File: src/rtl/serial_shift_ctrl.sv
`default_nettype none
// +---------------------------------------------------------------------------+
// | Module   : serial_shift_ctrl                                              |
// | Brief    : Multi-cycle register-amount ARM shifter, one bit per clock.    |
// | Revision : 1.0                                                            |
// +---------------------------------------------------------------------------+
module serial_shift_ctrl #(
  parameter int DATA_W = 32,
  parameter int AMT_W  = 8
) (
  input  logic              clk,
  input  logic              rst,
  input  logic              start,
  input  logic [1:0]        shift_type,
  input  logic              rrx,
  input  logic [AMT_W-1:0]  amount,
  input  logic [DATA_W-1:0] Val_Rm,
  input  logic              carry_in,
  output logic              busy,
  output logic              done,
  output logic [DATA_W-1:0] Val_2,
  output logic              carry_out
);

  localparam int CNT_W = $clog2(DATA_W + 2);
  localparam int EXT_W = ((AMT_W > CNT_W) ? AMT_W : CNT_W) + 1;

  localparam logic [1:0] c_LSL = 2'b00;
  localparam logic [1:0] c_LSR = 2'b01;
  localparam logic [1:0] c_ASR = 2'b10;
  localparam logic [1:0] c_ROR = 2'b11;

  typedef enum logic [1:0] {
    S_IDLE  = 2'd0,
    S_SHIFT = 2'd1,
    S_DONE  = 2'd2
  } state_t;

  state_t            r_state;
  state_t            w_next_state;
  logic [CNT_W-1:0]  r_cnt;
  logic [1:0]        r_type;
  logic              r_rrx;
  logic              w_accept;
  logic [EXT_W-1:0]  w_amt_ext;
  logic [EXT_W-1:0]  w_ror_mod;
  logic [CNT_W-1:0]  w_n;
  logic [DATA_W-1:0] w_step_v;
  logic              w_step_c;

  assign w_accept  = start && (r_state != S_SHIFT);
  assign w_amt_ext = EXT_W'(amount);
  assign w_ror_mod = w_amt_ext & EXT_W'(DATA_W - 1);

  // Step count: the clamps make the ARM out-of-range results fall out naturally
  always_comb begin
    w_n = '0;
    if (rrx) begin
      w_n = CNT_W'(1);
    end else if (amount != '0) begin
      case (shift_type)
        c_LSL, c_LSR: w_n = (w_amt_ext > EXT_W'(DATA_W + 1)) ? CNT_W'(DATA_W + 1) : CNT_W'(w_amt_ext);
        c_ASR:        w_n = (w_amt_ext > EXT_W'(DATA_W))     ? CNT_W'(DATA_W)     : CNT_W'(w_amt_ext);
        default:      w_n = (w_ror_mod == '0)                ? CNT_W'(DATA_W)     : CNT_W'(w_ror_mod);
      endcase
    end
  end

  always_comb begin
    w_step_c = Val_2[0];
    w_step_v = {1'b0, Val_2[DATA_W-1:1]};
    if (r_rrx) begin
      w_step_v = {carry_out, Val_2[DATA_W-1:1]};
    end else begin
      case (r_type)
        c_LSL: begin
          w_step_c = Val_2[DATA_W-1];
          w_step_v = {Val_2[DATA_W-2:0], 1'b0};
        end
        c_LSR:   w_step_v = {1'b0, Val_2[DATA_W-1:1]};
        c_ASR:   w_step_v = {Val_2[DATA_W-1], Val_2[DATA_W-1:1]};
        default: w_step_v = {Val_2[0], Val_2[DATA_W-1:1]};
      endcase
    end
  end

  always_ff @(posedge clk or negedge rst) begin
    if (!rst) begin
      r_state <= S_IDLE;
    end else begin
      r_state <= w_next_state;
    end
  end

  always_comb begin
    w_next_state = r_state;
    busy         = (r_state != S_IDLE);
    done         = (r_state == S_DONE);
    case (r_state)
      S_IDLE, S_DONE: begin
        if (start) begin
          w_next_state = (w_n == '0) ? S_DONE : S_SHIFT;
        end else begin
          w_next_state = S_IDLE;
        end
      end
      S_SHIFT: begin
        if (r_cnt == CNT_W'(1)) begin
          w_next_state = S_DONE;
        end
      end
      default: w_next_state = S_IDLE;
    endcase
  end

  always_ff @(posedge clk or negedge rst) begin
    if (!rst) begin
      r_cnt     <= '0;
      r_type    <= c_LSL;
      r_rrx     <= 1'b0;
      Val_2     <= '0;
      carry_out <= 1'b0;
    end else if (w_accept) begin
      r_cnt     <= w_n;
      r_type    <= shift_type;
      r_rrx     <= rrx;
      Val_2     <= Val_Rm;
      carry_out <= carry_in;
    end else if (r_state == S_SHIFT) begin
      r_cnt     <= r_cnt - CNT_W'(1);
      Val_2     <= w_step_v;
      carry_out <= w_step_c;
    end
  end

endmodule
`default_nettype wire
File: config.mk
export PLATFORM = sky130hd
export DESIGN_NAME = serial_shift_ctrl
export DESIGN_NICKNAME = d
export VERILOG_FILES = /design/src/rtl/serial_shift_ctrl.sv
export SDC_FILE = /design/constraint.sdc
export NUM_CORES = 1
export LEC_CHECK = 0
export CAP_MARGIN = 10
export CORE_MARGIN = 2
export CORE_UTILIZATION = 47
export DETAILED_ROUTE_END_ITERATION = 6
export GPL_ROUTABILITY_DRIVEN = 0
export HOLD_SLACK_MARGIN = 0.02
export PLACE_DENSITY = 0.8
export SETUP_SLACK_MARGIN = 0.1
export SYNTH_ARGS = -nofsm -noshare
export SYNTH_HDL_FRONTEND = slang
export SYNTH_SLANG_ARGS = --single-unit
File: constraint.sdc
create_clock -name clk -period 2.2 [get_ports clk]
set_input_delay 0.55 -clock clk [delete_from_list [all_inputs] [get_ports clk]]
set_output_delay 0.55 -clock clk [all_outputs]
set_load 0.02 [all_outputs]
# --- Word-level counts from Yosys, hierarchy flattened ---
# Cells that the tools add are included.
classes:
  n_eq_ne: 10
  n_mux: 20
  order_cmp: 2
  add_sub_neg: 1
  n_reduce_logical: 12
op_table:
  columns: ["op", "n"]
  rows:
  - ["32-bit 2-to-1 mux", 3]
  - ["32-bit case mux with 3 select lines", 1]
  - ["6-bit 2-to-1 mux", 7]
  - ["8-bit by 6-bit greater-than comparator with 1-bit output (second input constant)", 2]
  - ["6-bit case mux with 2 select lines", 1]
  - ["9-bit logical NOT", 1]
  - ["8-bit nonzero test", 1]
  - ["2-bit by 1-bit == test with 1-bit output (second input constant)", 3]
  - ["2-bit == test (second input constant)", 3]
  - ["6-bit by 1-bit == test with 1-bit output (second input constant)", 1]
  - ["2-bit logical NOT", 3]
  - ["6-bit logical NOT", 1]
  - ["2-bit 2-to-1 mux", 3]
  - ["6-bit by 1-bit subtractor with 6-bit output (second input constant)", 1]
  - ["1-bit 2-to-1 mux", 4]
  - ["2-bit case mux with 2 select lines", 1]
  - ["2-bit nonzero test", 2]
  - ["2-bit OR reduction", 2]
  - ["3-bit inequality test (second input constant)", 1]
  - ["2-bit by 1-bit inequality test with 1-bit output (second input constant)", 1]
  - ["2-bit inequality test (second input constant)", 1]
  - ["2-bit AND reduction", 1]
  - ["1-bit logical AND", 1]
word_totals:
  register_bits: 44
  output_inout_bits: 35
  input_bits: 47
  elab_cells: 52

# --- Depth between registers and ports, before layout ---
# Gate-level depths: netlist of run 1.
logic_depth:
  word_depth: 9
  ltp_mapped: 6
  ltp_nobuf: 5

# --- Worst setup path after synthesis of run 1 ---
# OpenSTA, ideal clock, no wires.
synth_timing:
  path_type: "input -> register"
  from: "input amount[7]"
  to: "register r_state[0]"
  required_ns: 2.079
  arrival_time_ns: 1.672
  setup_time_ns: 0.121
  n_path_buf: 0
  setup_slack_ns: 0.407
  stages: 5
  cell_sequence: "or3_4 > nor2b_4 > a222oi_1 > nand3_1 > a32o_2"
synth_between:
  elab_chain_cells: 9
  elab_cells_between_ends: 12
  classes_between: "2 x order compare; 8 x mux; 2 x reduce/logical"
synth_rtl:
  columns: ["element", "line_no", "rtl"]
  rows:
  - ["start, declared", "16", "input logic [AMT_W-1:0] amount,"]
  - ["8-bit by 6-bit greater-than comparator with 1-bit output, on equally long branches", "63, 62", null]
  - ["6-bit 2-to-1 mux, on equally long branches", "63, 62", null]
  - ["6-bit case mux with 2 select lines", "61", "case (shift_type)"]
  - ["6-bit 2-to-1 mux *", "60", "end else if (amount != '0) begin"]
  - ["6-bit 2-to-1 mux *", "58", "if (rrx) begin"]
  - ["6-bit logical NOT *", "102", "w_next_state = (w_n == '0) ? S_DONE : S_SHIFT;"]
  - ["2-bit 2-to-1 mux *", "102", null]
  - ["2-bit 2-to-1 mux *", "101", "if (start) begin"]
  - ["2-bit case mux with 2 select lines *", "99", "case (r_state)"]
  - ["end signal, assigned", "91", "r_state <= w_next_state;"]
  - ["end, declared", "39", "state_t r_state;"]
# Every way passes the cells marked *; elsewhere a longest branch is shown, timed or not.
# A chain may end at the register's enable or synchronous reset.

# --- Worst setup path after layout of run 1 ---
# Same ends and word-level chain as after synthesis.

==> impl_metrics.toml, run 1 <==
[run_status]
outcome = "finished, final reports clean"

[timing]
postLayoutSetupSlackWorst_ps = 183.1
tightest_slew_ps = 528.7
rsz0062_at_grt = "false"
whs_ps = 230.2
fin_skew_ps = 8.227
timing.final.crit_share_pct = 91.68
finalHoldViolCount = 0
max_freq_mhz = 495.8
setup_viol = 0
maxSlewViolCount = 0
slew_headroom_pct = 64.75
period_needed_ps = 2017

[place]
hpwl_um = 4463
io_buffers = 81
place_inst = 414
placed_area_mm2 = 0.003551
dp_worst_setup_slack_ps = -125.7

[finish]
fin_cells = 422
nets = 398
drive_gt1_share_pct = 10.00
n_antenna_cell = 0
utilization_pct = 67.41
final_area_mm2 = 0.003643
syn_to_final_growth_pct = 40.34

[grt]
grt_pass1_vias = 2234
grt_pass1_wl_um = 10430
grt_max_degree = 71
grt_overflow = 0
antenna_found_initial = 0
track_usage_pct = 21.20

[yosys]
synth_edf_count = 0
netlist_instances = 268
synth.net_count = 317
synth.cell_area_mm2 = 0.002596
synth-seq-cells = 44
ys.flop_type = "dfrtp_1"
ys_types = 38
seq_area_frac_synth_pct = 42.41
avgSynthCellArea_um2 = 9.687
async_flop_share_pct = 100.0
yosysWarningCount = 0

[routing]
route.detailed.drc = 0
dr.pass1.iters = 4
totalWireLength_um = 6350
avgRoutedWirePerCell_um = 15.05
vias = 2381
via_per_inst = 5.642
ant_nets = 0
drt_iter0_markers = 158

[setup_path]
critPathMaxStageDelay_ps = 420
cp_data_required_time_ps = 2380
cp_slowest_cell = "clkdlybuf4s50_1"
worst-path-max-fanout = 2
cp.arrival_ps = 2200
critPathKind = "input port to register"
start_kind = "input port"
path_cells = "clkdlybuf4s50_1 -> or3_4 -> nor2b_4 -> a222oi_1 -> nand3_1 -> a32o_2"
cp-end-kind = "register"

[clocking]
post-cts-setup-buffers = 0
cts_max_level = 2
clockRootBuffer = "clkbuf_8"
clk_latency_ps = 290
cts.clk_slew.worst_paths_ps = 80
ctsLongestPathBuffers = 2
numCtsBuffers = 5
cts_sinks = 44
tritoncts = "yes"

[floorplan]
die_h_um = 78.33
dieArea_mm2 = 0.006135
rows = 27
coreArea_mm2 = 0.005405
fp.dieW_um = 78.33
start_util_pct = 48.03
ios = 82

[power_and_ir_drop]
power_per_cell_area_mw_per_mm2 = 1354
vdd_drop_max_uv = 1004
p_leak_uw = 0.001366

[run]
cap_violations = 0

[min_path]
holdCritPathClass = "input port to asynchronous set/reset pin"
-- sequential cells by signal (all words and copies together) (netlist names) --
register	cells
r_type	2
r_rrx	1
r_cnt	6
carry_out	1
Val_2	32
r_state	2
-- layer usage --
layer | vias to the layer above | GRT usage (%) | wire, um | share of wire, %
li1 | 1169 | - | - | -
met1 | 1128 | 28.51 | 2957 | 47
met2 | 74 | 33.53 | 2950 | 46
met3 | 10 | 6.092 | 355 | 5.6
met4 | 0 | 5.965 | 86 | 1.4
met5 | - | 0 | 0 | 0
-- final timing paths --
path / depth (start not counted) / end / slack (ps) / start
setup / recovery: 6 / r_state[0]$_DFFE_PN0P_ / 180 / amount[7]
hold / removal: 1 / Val_2[31]$_DFFE_PN0P_ / 230 / rst
setup reg to reg: 3 / r_state[0]$_DFFE_PN0P_ / 530 / r_cnt[2]$_DFFE_PN0P_
hold reg to reg: 2 / r_cnt[5]$_DFFE_PN0P_ / 560 / r_cnt[5]$_DFFE_PN0P_
max in group asynchronous: 2 / Val_2[22]$_DFFE_PN0P_ / 1470 / rst
min in group clk: 2 / r_cnt[5]$_DFFE_PN0P_ / 560 / r_cnt[5]$_DFFE_PN0P_
-- cells in the mapped netlist, types with 3 or more instances --
library cell | n | area [um2]
dfrtp_1 | 44 | 1101
a21oi_1 | 42 | 210.2
nor2b_1 | 34 | 212.7
mux2i_1 | 32 | 320.3
a211oi_1 | 31 | 232.7
clkbuf_1 | 14 | 52.55
nor2_1 | 11 | 41.29
nand2_1 | 6 | 22.52
buf_2 | 5 | 25.02
a31oi_1 | 4 | 25.02
inv_1 | 4 | 15.01
mux2_2 | 3 | 33.78
nor3_1 | 3 | 15.01
or3_1 | 3 | 18.77
-- metrics by stage --
step | power [uW] | setup TNS [ps]
2_1_floorplan | 3304 | 0
3_3_place_gp | 4361 | -131.5
3_5_place_dp | 4443 | -223.7
4_1_cts | 4973 | 0
5_1_grt | 5291 | 0
6_report | 4933 | 0
-- critical path, delay by kind of cell --
| family | cells | cell delay (ps) |
|---|---|---|
| buf+inv | 1 | 420 |
| compound gates | 2 | 550 |
| simple gates | 3 | 670 |
-- placed cells by master, fill, tap and decap left out, types with 4 or more instances in the layout --
master	Yosys	layout
a31oi_1	4	4
clkdlybuf4s50_1	0	78
dfrtp_1	44	44
clkbuf_8	0	6
nor2b_1	34	33
nand2_1	6	6
buf_4	0	9
nor2_1	11	11
mux2i_1	32	32
a211oi_1	31	31
a21oi_1	42	42
inv_1	4	4
-- where the power goes --
group	leakage, uW	switching, uW	total [uW]	internal, uW
sequential	0.000497	463	1690	1220
clock	0.0000445	266	521	255
combinational	0.000825	1320	2730	1410
-- final cells by class --
class / instances / area (um2)
Timing Repair Buffer: 93 / 927.1
Tap cell: 72 / 90.09
Multi-Input combinational cell: 201 / 1416
Clock buffer: 7 / 86.33
Clock inverter: 1 / 7.507
Fill cell: 452 / 1762
Sequential cell: 44 / 1101
Inverter: 4 / 15.01
-- timing repair --
item	CTS	global route
hold buffers	0	0
endpoints found under the setup margin	1	0
gates resized for setup	1	0
-- kinds of logic (layout without fill, tap and decap cells) --
family	Yosys count	in the layout	synth area share (%)
compound gates	91	91	22.79
fa+ha+maj	2	2	0.9637
buf+inv	23	105	3.566
flops	44	44	42.41
mux	35	35	13.64
simple gates	73	73	16.63
(Power assumes the default switching activity.)
==> run 2, diff against run 1 <==
--- a/config.mk
+++ b/config.mk
@@ -5,14 +5,16 @@
 export SDC_FILE = /design/constraint.sdc
 export NUM_CORES = 1
 export LEC_CHECK = 0
+export ABC_AREA = 1
 export CAP_MARGIN = 10
 export CORE_MARGIN = 2
-export CORE_UTILIZATION = 47
+export CORE_UTILIZATION = 48
 export DETAILED_ROUTE_END_ITERATION = 6
 export GPL_ROUTABILITY_DRIVEN = 0
 export HOLD_SLACK_MARGIN = 0.02
 export PLACE_DENSITY = 0.8
 export SETUP_SLACK_MARGIN = 0.1
+export SLEW_MARGIN = 25
 export SYNTH_ARGS = -nofsm -noshare
 export SYNTH_HDL_FRONTEND = slang
 export SYNTH_SLANG_ARGS = --single-unit
==> impl_metrics.toml, run 2 <==
[yosys]
yosysTopAreaCell = "dfrtp_1"
ys_types = 34
avgSynthCellArea_um2 = 7.689
seq_area_frac_synth_pct = 38.50
synth.net_count = 421
netlist_instances = 372
synth_commonest_cells = "54 x o21ai_0, 52 x nand2_1, 44 x dfrtp_1"
synth-seq-cells = 44
ys.flop_type = "dfrtp_1"
async_flop_share_pct = 100.0
synth_edf_count = 0
synth.cell_area_mm2 = 0.002860
synthTopCellsByArea = "dfrtp_1 38%, o21ai_0 9.4%, o221ai_1 8.3%, nand2_1 6.8%, inv_1 5.6%"
yosysMostFrequentCell = "o21ai_0"
yosysTopAreaCellShare_pct = 38.50
yosysWarningCount = 0

[floorplan]
die_h_um = 81.20
coreArea_mm2 = 0.005851
start_util_pct = 48.89
fp.dieW_um = 81.20
ios = 82
rows = 28
dieArea_mm2 = 0.006593

[timing]
max_freq_mhz = 489.0
fin_skew_ps = 6.872
period_needed_ps = 2045
tightest_slew_ps = 398.5
slew_headroom_pct = 73.43
timing.final.crit_share_pct = 92.95
rsz0062_at_grt = "false"
setup_viol = 0
finalHoldViolCount = 0
postLayoutSetupSlackWorst_ps = 155.2
maxSlewViolCount = 0

[clocking]
clockRootBuffer = "clkbuf_8"
cts.clk_slew.worst_paths_ps = 80
post-cts-setup-buffers = 0
numCtsBuffers = 5
clk_latency_ps = 300
cts_max_level = 2
cts_sinks = 44
ctsLongestPathBuffers = 2
tritoncts = "yes"

[finish]
final_cell_mix = "79 x clkdlybuf4s50_1, 54 x o21ai_0, 52 x nand2_1"
largest_reg_flops = 32
utilization_pct = 65.85
drive_gt1_share_pct = 12.14
fin_cells = 528
regMostFlops = "Val_2"
nets = 502
fillers = 503
n_antenna_cell = 0
final_area_mm2 = 0.003852
final_common_cell = "clkdlybuf4s50_1"
syn_to_final_growth_pct = 34.69
reg.largest.list = "Val_2 (32), r_cnt (6)"

[grt]
grt_pass1_wl_um = 12140
use_met3_pct = 3.667
use_met1_pct = 29.20
grt_overflow = 0
grt_pass1_vias = 2700
track_usage_pct = 23.33
grt_max_degree = 64
grt-busiest-layer = "met2"
antenna_found_initial = 0
use_met2_pct = 41.40

[routing]
drt_iter0_markers = 197
avgRoutedWirePerCell_um = 14.23
vias = 2939
via_per_inst = 5.566
dr.pass1.iters = 4
route.detailed.drc = 0
ant_nets = 0
totalWireLength_um = 7512

[setup_path]
worstReg2RegEnd = "Val_2[27]$_DFFE_PN0P_"
reg2reg_slack_ps = 490
worst-path-max-fanout = 2
reg2reg_from = "r_type[1]$_DFFE_PN0P_"
endpoint = "busy"
cp-startpoint = "r_state[1]$_DFFE_PN0P_"
r2r_cells = 5
cp_data_required_time_ps = 1650
start_kind = "register"
cp-end-kind = "primary output"
cp.arrival_ps = 1490
critPathKind = "register to primary output"

[power_and_ir_drop]
total_power_uw = 5354
power_per_cell_area_mw_per_mm2 = 1390
vdd_drop_max_uv = 609.0
p_leak_uw = 0.001718

[run_status]
outcome = "finished, final reports clean"

[place]
dp_worst_setup_slack_ps = -39.44
hpwl_um = 5421
place_inst = 521
io_buffers = 81
placed_area_mm2 = 0.003770

[run]
cap_violations = 0

[min_path]
holdCritPathClass = "input port to asynchronous set/reset pin"
==> run 2: cell count changes after synthesis, sizes merged, moves of 8 or more <==
| cell | previous run | this run |
|---|---|---|
| nand2 | 6 | 60 |
| o21ai | 3 | 68 |
| nor2 | 11 | 34 |
| clkbuf | 14 | 6 |
| buf | 5 | 14 |
| a21oi | 42 | 28 |
| inv | 4 | 55 |
| a211oi | 32 | 0 |
| o221ai | 2 | 27 |
| mux2i | 32 | 0 |
| nor2b | 35 | 0 |
==> run 2: power breakdown <==
group	switching [uW]	internal [uW]	total, uW
clock	280	217	496
combinational	1930	1390	3320
sequential	309	1230	1530
==> run 2: kinds of logic (layout without fill, tap and decap cells) <==
logic type / Yosys count / after routing / share of synthesized area [%]
buf+inv: 76 / 157 / 10.94
xor+xnor: 2 / 2 / 0.6125
fa+ha+maj: 2 / 2 / 0.8748
flops: 44 / 44 / 38.50
simple gates: 108 / 108 / 19.25
compound gates: 140 / 140 / 29.83
==> run 2: final cells by class <==
type | count | area, um2 | area share [%]
Timing Repair Buffer | 94 | 918.4 | 23.84
Inverter | 56 | 215.2 | 5.586
Clock buffer | 6 | 72.57 | 1.884
Tap cell | 75 | 93.84 | 2.436
Multi-Input combinational cell | 252 | 1446 | 37.54
Clock inverter | 1 | 5.005 | 0.1299
Sequential cell | 44 | 1101 | 28.58
==> run 2: worst max-delay path: stages, from the launching register on <==
cell and delay [ps]:
dfrtp_1 440, inv_1 80, nand2_1 70, clkdlybuf4s50_1 610
==> run 2: worst min path at each step <==
| stage | startpoint | end | slack (ps) |
|---|---|---|---|
| floorplan | rst | Val_2[0]$_DFFE_PN0P_ | 250 |
| global placement | rst | Val_2[6]$_DFFE_PN0P_ | 490 |
| detailed placement | rst | Val_2[6]$_DFFE_PN0P_ | 490 |
| CTS | rst | Val_2[6]$_DFFE_PN0P_ | 170 |
| global route | rst | Val_2[5]$_DFFE_PN0P_ | 190 |
| finish | rst | Val_2[6]$_DFFE_PN0P_ | 160 |
==> run 2: layer usage <==
layer,vias to the layer above,share of wire [%],wire [um]
li1,1442,-,-
met1,1389,44,3288
met2,102,49,3660
met3,6,6.4,484
met4,0,1.0,78
met5,-,0,0
==> run 2: repair_timing <==
item / CTS / global route
endpoints found under the hold margin: 0 / 0
hold buffers: 0 / 0
gates resized for setup: 0 / 2
setup endpoints to repair: 0 / 2
==> run 2: metrics by stage <==
step,setup TNS [ps],hold slack [ps]
global placement,0,491.1
finish,0,163.5
floorplan,0,254.4
global route,0,194.6
CTS,0,170.6
detailed placement,-58.09,493.3
==> run 3, diff against run 2 <==
--- a/config.mk
+++ b/config.mk
@@ -7,8 +7,9 @@
 export LEC_CHECK = 0
 export ABC_AREA = 1
 export CAP_MARGIN = 10
-export CORE_MARGIN = 2
+export CORE_MARGIN = 5
 export CORE_UTILIZATION = 48
+export CTS_CLUSTER_SIZE = 8
 export DETAILED_ROUTE_END_ITERATION = 6
 export GPL_ROUTABILITY_DRIVEN = 0
 export HOLD_SLACK_MARGIN = 0.02
==> impl_metrics.toml, run 3 (synthesis gave the netlist of run 2 again) <==
[place]
hpwl_um = 5652
place_inst = 519
io_buffers = 81

[timing]
fin_skew_ps = 10.93
maxSlewViolCount = 0
max_freq_mhz = 513.5
finalHoldViolCount = 0
slew_headroom_pct = 62.69
period_needed_ps = 1947
timing.final.crit_share_pct = 88.52
tightest_slew_ps = 559.6
rsz0062_at_grt = "false"
setup_viol = 0

[clocking]
clk_latency_ps = 300
tritoncts = "yes"
clockRootBuffer = "clkbuf_8"
numCtsBuffers = 5
post_cts_resized = 0
ctsLongestPathBuffers = 2
cts_max_level = 2
post-cts-setup-buffers = 0
cts_sinks = 44
cts.clk_slew.worst_paths_ps = 90
cts_hold_buf = 0

[floorplan]
ios = 82
start_util_pct = 48.89
coreArea_mm2 = 0.005851
die_h_um = 87.20
dieArea_mm2 = 0.007603
fp.dieW_um = 87.20
rows = 28

[run]
cap_violations = 0

[power_and_ir_drop]
p_leak_uw = 0.001715
power_per_cell_area_mw_per_mm2 = 1390
total_power_uw = 5333
vdd_drop_max_uv = 608.8

[setup_path]
critPathKind = "input port to register"
r2r_cells = 6
reg2reg_slack_ps = 440
cp-end-kind = "register"
worst-path-max-fanout = 62
endpoint = "Val_2[31]$_DFFE_PN0P_"
worstReg2RegEnd = "Val_2[31]$_DFFE_PN0P_"
reg2reg_from = "r_state[1]$_DFFE_PN0P_"
start_kind = "input port"
cp.arrival_ps = 2110
cp_data_required_time_ps = 2360
cp-startpoint = "start"

[routing]
drt_iter0_markers = 229
totalWireLength_um = 7680
route.detailed.drc = 0
dr.pass1.iters = 5
via_per_inst = 5.451
avgRoutedWirePerCell_um = 14.60
vias = 2867
ant_nets = 0

[finish]
n_antenna_cell = 0
final_cell_mix = "78 x clkdlybuf4s50_1, 54 x o21ai_0, 52 x nand2_1"
final_common_cell = "clkdlybuf4s50_1"
reg.largest.list = "Val_2 (32), r_cnt (6)"
seqCellArea_mm2 = 0.001101
fin_cells = 526
largest_reg_flops = 32
drive_gt1_share_pct = 11.75
multi_input_area_mm2 = 0.001446
fillers = 512
syn_to_final_growth_pct = 34.16
regMostFlops = "Val_2"
nets = 500

[run_status]
outcome = "finished, final reports clean"

[grt]
antenna_found_initial = 0
grt_max_degree = 65
grt_pass1_vias = 2663
grt_pass1_wl_um = 12660
track_usage_pct = 20.79
grt_overflow = 0

[min_path]
holdCritPathClass = "input port to asynchronous set/reset pin"
run 3: metal layers:
layer	wire, um	vias up	GRT usage (%)
li1	-	1435	-
met1	3216	1325	27.32
met2	3885	98	36.37
met3	507	9	2.838
met4	70	0	4.603
met5	0	-	0
run 3: area by class of cell:
class / instances / share of cell area, %
Sequential cell: 44 / 28.69
Tap cell: 75 / 2.445
Timing Repair Buffer: 92 / 23.61
Multi-Input combinational cell: 252 / 37.69
Clock buffer: 6 / 1.891
Inverter: 56 / 5.543
Clock inverter: 1 / 0.1304
run 3: metrics by stage:
| stage | worst slack [ps] | setup TNS (ps) | utilization, % | hold WS [ps] | instance area, um2 |
|---|---|---|---|---|---|
| detailed placement | -28.35 | -28.35 | 64.18 | 504.6 | 3755 |
| global placement | 35.89 | 0 | 64.18 | 496.6 | 3755 |
| global route | 142.7 | 0 | 65.59 | 380.2 | 3837 |
| CTS | 130.2 | 0 | 65.50 | 346.4 | 3832 |
| floorplan | 726.5 | 0 | - | 254.4 | 2860 |
| finish | 252.5 | 0 | 65.59 | 318.1 | 3837 |
run 3: critical path: stages:
cell and delay [ps]:
clkdlybuf4s50_1 440, inv_2 130, nor2_8 60, inv_4 380, nand2_1 130, o31ai_1 270, o21ai_0 140
run 3: where the power goes:
| part | internal (uW) | switching [uW] |
|---|---|---|
| Sequential | 1230 | 312 |
| Clock | 216 | 265 |
| Combinational | 1380 | 1930 |
run 3: worst min-delay path by stage:
stage | from | endpoint | slack (ps) | cells past startpoint
after floorplan | rst | Val_2[0]$_DFFE_PN0P_ | 250 | 0
after global placement | r_cnt[1]$_DFFE_PN0P_ | r_cnt[1]$_DFFE_PN0P_ | 500 | 2
after detailed placement | r_cnt[1]$_DFFE_PN0P_ | r_cnt[1]$_DFFE_PN0P_ | 500 | 2
after CTS | rst | Val_2[7]$_DFFE_PN0P_ | 350 | 2
after global routing | rst | Val_2[7]$_DFFE_PN0P_ | 380 | 2
final | rst | Val_2[7]$_DFFE_PN0P_ | 320 | 2
